--- config.mk ---
export PLATFORM = sky130hd
export DESIGN_NAME = wdt
export DESIGN_NICKNAME = d
export VERILOG_FILES = /design/src/rtl/wdt.sv
export SDC_FILE = /design/constraint.sdc
export NUM_CORES = 1
export LEC_CHECK = 0
export ABC_CLOCK_PERIOD_IN_PS = 6700
export CELL_PAD_IN_SITES_DETAIL_PLACEMENT = 2
export CELL_PAD_IN_SITES_GLOBAL_PLACEMENT = 2
export CORE_AREA = 10 10 163 120
export DETAILED_ROUTE_END_ITERATION = 12
export DIE_AREA = 0 0 173 130
export GPL_TIMING_DRIVEN = 0
export PLACE_DENSITY_LB_ADDON = 0.1
export SYNTH_ARGS = -nofsm -noshare
export SYNTH_HDL_FRONTEND = slang
export SYNTH_SLANG_ARGS = --single-unit
--- constraint.sdc ---
create_clock -name clk_i -period 6.7 [get_ports clk_i]
set_clock_uncertainty 0.15 [all_clocks]
set_input_delay 1.34 -clock clk_i [delete_from_list [all_inputs] [get_ports clk_i]]
set_output_delay 1.34 -clock clk_i [all_outputs]
set_load 0.01 [all_outputs]
--- src/rtl/wdt.sv ---
// wdt: bus-slave watchdog timer on a req/ready slave port.
// A first timeout raises an interrupt; a second consecutive timeout emits a
// fixed-length reset request. Kicks are keyed; CTRL/LOAD can be locked.
module wdt #(
  parameter int unsigned RST_CYCLES = 16,
  parameter logic [31:0] KICK_KEY   = 32'h5A5A_A5A5
) (
  input  logic        clk_i,
  input  logic        rst_i,
  input  logic        req_i,
  input  logic        we_i,
  input  logic [31:0] addr_i,
  input  logic [31:0] data_i,
  output logic [31:0] data_o,
  output logic        ready_o,
  output logic        int_o,
  output logic        wdt_rst_o
);

  localparam int unsigned PW = $clog2(RST_CYCLES + 1);

  localparam logic [2:0] OFF_CTRL   = 3'd0;
  localparam logic [2:0] OFF_LOAD   = 3'd1;
  localparam logic [2:0] OFF_COUNT  = 3'd2;
  localparam logic [2:0] OFF_KICK   = 3'd3;
  localparam logic [2:0] OFF_STATUS = 3'd4;

  typedef enum logic {BUS_IDLE, BUS_ACK}   bus_state_e;
  typedef enum logic {RST_IDLE, RST_PULSE} rst_state_e;

  bus_state_e    bus_q, bus_d;
  rst_state_e    rst_q, rst_d;
  logic [PW-1:0] pcnt_q, pcnt_d;
  logic          en_q, en_d;
  logic          int_en_q, int_en_d;
  logic          lock_q, lock_d;
  logic [31:0]   load_q, load_d;
  logic [31:0]   count_q, count_d;
  logic          pend_q, pend_d;
  logic          cause_q, cause_d;
  logic          bad_q, bad_d;
  logic          stage_q, stage_d;
  logic [31:0]   data_q, data_d;
  logic          int_q, int_d;
  logic          wrst_q, wrst_d;

  logic        acc, wr, rd;
  logic [2:0]  off;
  logic        wr_ctrl, wr_load, kick_ok, kick_bad;
  logic [2:0]  w1c;
  logic        pulse, en_wr, run, expire, expire0, expire1, reload;
  logic [31:0] rdata;

  // Only address bits [4:2] select a register.
  logic unused_addr;
  assign unused_addr = ^{addr_i[31:5], addr_i[1:0]};

  // Access decode and qualification of the expiry event.
  // A CTRL write that clears en, or a valid kick, suppresses expiry that cycle.
  always_comb begin
    acc      = (bus_q == BUS_IDLE) && req_i;
    wr       = acc && we_i;
    rd       = acc && !we_i;
    off      = addr_i[4:2];
    wr_ctrl  = wr && (off == OFF_CTRL) && !lock_q;
    wr_load  = wr && (off == OFF_LOAD) && !lock_q;
    kick_ok  = wr && (off == OFF_KICK) && (data_i == KICK_KEY);
    kick_bad = wr && (off == OFF_KICK) && (data_i != KICK_KEY);
    w1c      = (wr && (off == OFF_STATUS)) ? data_i[2:0] : '0;
    pulse    = (rst_q == RST_PULSE);
    en_wr    = wr_ctrl ? data_i[0] : en_q;
    run      = en_q && en_wr && !pulse;
    expire   = run && (count_q == '0) && !kick_ok;
    expire0  = expire && !stage_q;
    expire1  = expire && stage_q;
    reload   = kick_ok || (!en_q && en_wr) || expire;
  end

  // Read mux; COUNT returns the value held at the access edge.
  always_comb begin
    rdata = '0;
    case (off)
      OFF_CTRL:   rdata = {29'd0, lock_q, int_en_q, en_q};
      OFF_LOAD:   rdata = load_q;
      OFF_COUNT:  rdata = count_q;
      OFF_STATUS: rdata = {28'd0, stage_q, bad_q, cause_q, pend_q};
      default:    rdata = '0;
    endcase
  end

  // Bus handshake: one ACK cycle per accepted request, req ignored during ACK.
  always_comb begin
    bus_d  = bus_q;
    data_d = data_q;
    case (bus_q)
      BUS_IDLE: if (acc) bus_d = BUS_ACK;
      BUS_ACK:  bus_d = BUS_IDLE;
      default:  bus_d = BUS_IDLE;
    endcase
    if (rd) data_d = rdata;
  end

  // Register file, down-counter and expiry actions.
  // Set terms are ORed after W1C so a coincident expiry keeps its flag.
  always_comb begin
    en_d     = en_wr && !expire1;
    int_en_d = wr_ctrl ? data_i[1] : int_en_q;
    lock_d   = wr_ctrl ? data_i[2] : lock_q;
    load_d   = wr_load ? ((data_i == '0) ? 32'd1 : data_i) : load_q;
    if (reload)   count_d = load_q;
    else if (run) count_d = count_q - 32'd1;
    else          count_d = count_q;
    if (expire0)     stage_d = 1'b1;
    else if (reload) stage_d = 1'b0;
    else             stage_d = stage_q;
    pend_d   = (pend_q  && !w1c[0]) || expire0;
    cause_d  = (cause_q && !w1c[1]) || expire1;
    bad_d    = (bad_q   && !w1c[2]) || kick_bad;
    int_d    = pend_d && int_en_d;
  end

  // Reset-request pulse: output registered one cycle behind the PULSE state.
  always_comb begin
    rst_d  = rst_q;
    pcnt_d = pcnt_q;
    wrst_d = 1'b0;
    case (rst_q)
      RST_IDLE: begin
        if (expire1) begin
          rst_d  = RST_PULSE;
          pcnt_d = PW'(RST_CYCLES);
        end
      end
      RST_PULSE: begin
        wrst_d = 1'b1;
        pcnt_d = pcnt_q - PW'(1);
        if (pcnt_q == PW'(1)) rst_d = RST_IDLE;
      end
      default: rst_d = RST_IDLE;
    endcase
  end

  // State registers; rst_i is the only clear.
  always_ff @(posedge clk_i or posedge rst_i) begin
    if (rst_i) begin
      bus_q    <= BUS_IDLE;
      rst_q    <= RST_IDLE;
      pcnt_q   <= '0;
      en_q     <= 1'b0;
      int_en_q <= 1'b0;
      lock_q   <= 1'b0;
      load_q   <= '0;
      count_q  <= '0;
      pend_q   <= 1'b0;
      cause_q  <= 1'b0;
      bad_q    <= 1'b0;
      stage_q  <= 1'b0;
      data_q   <= '0;
      int_q    <= 1'b0;
      wrst_q   <= 1'b0;
    end else begin
      bus_q    <= bus_d;
      rst_q    <= rst_d;
      pcnt_q   <= pcnt_d;
      en_q     <= en_d;
      int_en_q <= int_en_d;
      lock_q   <= lock_d;
      load_q   <= load_d;
      count_q  <= count_d;
      pend_q   <= pend_d;
      cause_q  <= cause_d;
      bad_q    <= bad_d;
      stage_q  <= stage_d;
      data_q   <= data_d;
      int_q    <= int_d;
      wrst_q   <= wrst_d;
    end
  end

  assign data_o    = data_q;
  assign ready_o   = (bus_q == BUS_ACK);
  assign int_o     = int_q;
  assign wdt_rst_o = wrst_q;

endmodule

==> results.json <==
{
  "drc": 0,
  "final_antenna_net_count": 0,
  "post_cts_buffers": 0,
  "core_area_mm2": 0.01662,
  "drv_cap": 0,
  "antenna_found_initial": 1,
  "worst_slew_pin_slew_ns": 1.126,
  "path_class": "in2reg",
  "cts_tree": "yes",
  "synth_edf_count": 0,
  "drive_gt1_frac": 0.1153,
  "reg2regPathDepth": 7,
  "cts_sinks": 112,
  "track_usage": 0.1928,
  "drtIter0Drc": 293,
  "ios": 103,
  "avgRoutedWirePerCell_um": 24.15,
  "path_clk_slew_ns": 0.07,
  "r2r_end": "count_q[22]",
  "rsz0062_at_grt": "false",
  "syn_to_final_growth_pct": 22.63,
  "synth.yosys.seq_area_share": 0.4823,
  "worstPathRequired_ns": 6.81,
  "synth_warnings": 0,
  "r2r-start": "count_q[5]",
  "powerDensity_mw_per_mm2": 274.4,
  "ir_drop_mv": 0.1059,
  "routed_wl_mm": 21.49,
  "period_needed_ns": 4.765,
  "hp-class": "reg2reg",
  "cts_made_buffers": 9,
  "fp.dieW_um": 173,
  "cts-root-buf": "clkbuf_16",
  "grt_first_pass_wirelength_mm": 33.73,
  "initial_core_util": 0.3497,
  "clk_latency_ns": 0.35,
  "fin_ws_ns": 1.935,
  "p_total_mw": 1.955,
  "hold-path-endpoint": "wdt_rst_o",
  "synth_area_mm2": 0.005811,
  "pre_cts_ws_ns": 1.804,
  "stdcell_area_mm2": 0.007126,
  "status": "completed",
  "hold_viol_final": 0,
  "synth-seq-cells": 112,
  "avgSynthCellArea_um2": 10.12,
  "synth_nets": 646,
  "grt_max_degree": 82,
  "hold_buffers": 0,
  "via_per_inst": 5.684,
  "worst_ep_arrival_time_ns": 4.87,
  "dp_hpwl_mm": 15.77,
  "relSlewSlack": 0.2492,
  "placed_cell_area_mm2": 0.006849,
  "rrSetupSlack_ns": 3.07,
  "fin_tns_setup_ns": 0,
  "htreeDepth": 3,
  "cts.path.max_buffers": 2,
  "grt_pass1_vias": 5520,
  "synthCells": 574,
  "synth_cell_types": 66,
  "port_buffers": 71,
  "nNetsFinal": 729,
  "vias": 5059,
  "die_area_mm2": 0.02249,
  "ctsResizeCount": 0,
  "critPathCaptureType": "flop",
  "num_rows": 40,
  "critPathLaunchType": "input port",
  "async_flop_share": 1.000,
  "first_pass_iters": 4,
  "ys.flop_type": "dfrtp_1",
  "fp.dieH_um": 130,
  "gp_congestion": 0.8624,
  "worstPathMaxFanout": 10,
  "setup_viol": 0,
  "n_antenna_cell": 0,
  "max_freq_mhz": 209.9,
  "hp-start": "pulse",
  "grt.overflow.total": 0,
  "worst_hold_path.num_cells": 0,
  "drv_slew": 0,
  "final.period_utilization": 0.7112,
  "p_leak_nw": 2.970
}
[worst max-delay path, stage by stage]
cell	delay, ns
clkdlybuf4s50_1	0.42
nor4_1	0.81
and4_2	0.43
nand3_1	0.31
nand2_1	0.42
buf_6	0.20
clkbuf_1	0.54
o21ai_0	0.19
a22oi_1	0.20
[how the worst max path moves through the flow]
stage	from	endpoint	cells past startpoint
floorplan	rst_i	bad_q	1
CTS	data_i[23]	count_q[6]	9
detailed placement	data_i[23]	count_q[6]	9
global route	data_i[23]	count_q[6]	9
finish	data_i[23]	count_q[6]	9
global placement	rst_i	data_o[29]	2
[placed cells by master (no fill, tap or decap), types with 5 or more instances in the layout]
| cell | count |
|---|---|
| dfrtp_1 | 112 |
| clkdlybuf4s50_1 | 71 |
| nand2_1 | 62 |
| o21ai_0 | 43 |
| a22oi_1 | 35 |
| mux2_2 | 32 |
| a21oi_1 | 26 |
| clkbuf_1 | 23 |
| nor2_1 | 21 |
| nand3_1 | 20 |
| nor4_1 | 18 |
| mux2i_1 | 18 |
| inv_1 | 14 |
| nor3_1 | 14 |
| a2bb2oi_1 | 9 |
| clkbuf_16 | 9 |
| and3_1 | 8 |
| o21ai_1 | 7 |
| a211o_1 | 7 |
| nand4_1 | 6 |
| nor4b_1 | 6 |
| buf_1 | 5 |
[stage by stage]
stage / hold WS (ns) / utilization / std cells
global route: 0.3523 / 0.4288 / 890
floorplan: 0.2437 / - / 574
finish: 0.3099 / 0.4288 / 890
global placement: 0.3028 / 0.4099 / 876
detailed placement: 0.3093 / 0.4122 / 877
CTS: 0.3271 / 0.4288 / 890
[synthesized netlist by cell type (3+ instances only)]
cell / number / area, um2
a2bb2oi_1: 9 / 78.83
mux2_2: 32 / 360.4
nand3b_1: 3 / 22.52
or4_1: 3 / 22.52
or4_2: 4 / 35.03
a21o_1: 3 / 22.52
o21ai_1: 7 / 35.03
o211ai_1: 3 / 22.52
a31oi_1: 4 / 25.02
or3_1: 3 / 18.77
nor4b_1: 6 / 52.55
and2_1: 4 / 25.02
buf_6: 4 / 45.04
a211o_1: 7 / 61.31
inv_1: 15 / 56.30
nor2b_1: 4 / 25.02
nor4_1: 19 / 118.9
mux2i_1: 18 / 180.2
o21ai_0: 43 / 215.2
nor2_1: 21 / 78.83
nor3_1: 14 / 70.07
ha_1: 4 / 50.05
clkbuf_1: 21 / 78.83
nand2_1: 62 / 232.7
nand4_1: 6 / 37.54
nand3_1: 20 / 100.1
a21oi_1: 26 / 130.1
a22oi_1: 35 / 262.8
and3_1: 8 / 50.05
dfrtp_1: 112 / 2803
buf_1: 5 / 18.77
[cells by family after synthesis]
| group | after synthesis | synth area share |
|---|---|---|
| compound gates | 153 | 0.1708 |
| fa+ha+maj | 4 | 0.008614 |
| buf+inv | 50 | 0.04414 |
| flops | 112 | 0.4823 |
| mux | 51 | 0.09496 |
| simple gates | 204 | 0.1992 |
[power by group]
part / internal (mW) / total, mW / switching [mW] / leakage, nW
sequential: 0.800 / 0.951 / 0.152 / 1.43
combinational: 0.206 / 0.466 / 0.260 / 1.40
clock: 0.295 / 0.538 / 0.243 / 0.135
total: 1.30 / 1.96 / 0.655 / 2.97
[flip-flops by register name (all words and copies together), names as in the netlist]
| name | count |
|---|---|
| pcnt_q | 5 |
| cause_q | 1 |
| stage_q | 1 |
| int_o | 1 |
| data_o | 32 |
| pulse | 1 |
| en_q | 1 |
| int_en_q | 1 |
| lock_q | 1 |
| pend_q | 1 |
| load_q | 32 |
| wdt_rst_o | 1 |
| count_q | 32 |
| ready_o | 1 |
| bad_q | 1 |
[layout make-up]
class | count | area [um2]
flip-flops and latches | 112 | 2803
clock buffers | 12 | 246.5
clock inverters | 1 | 30.03
inverters | 15 | 61.31
plain buffers | 35 | 200.2
multi-input cells | 412 | 2758
repair buffers | 72 | 738.2
well taps | 231 | 289.0
fillers | 1807 | 9490
[metal layers]
metal	wire length, um	part of all wire	track usage
met1	9746	0.45	0.2550
met2	10170	0.47	0.3219
met3	1236	0.058	0.03435
met4	339	0.016	0.05005
met5	0	0	0
Power figures use the tool's default switching activity.
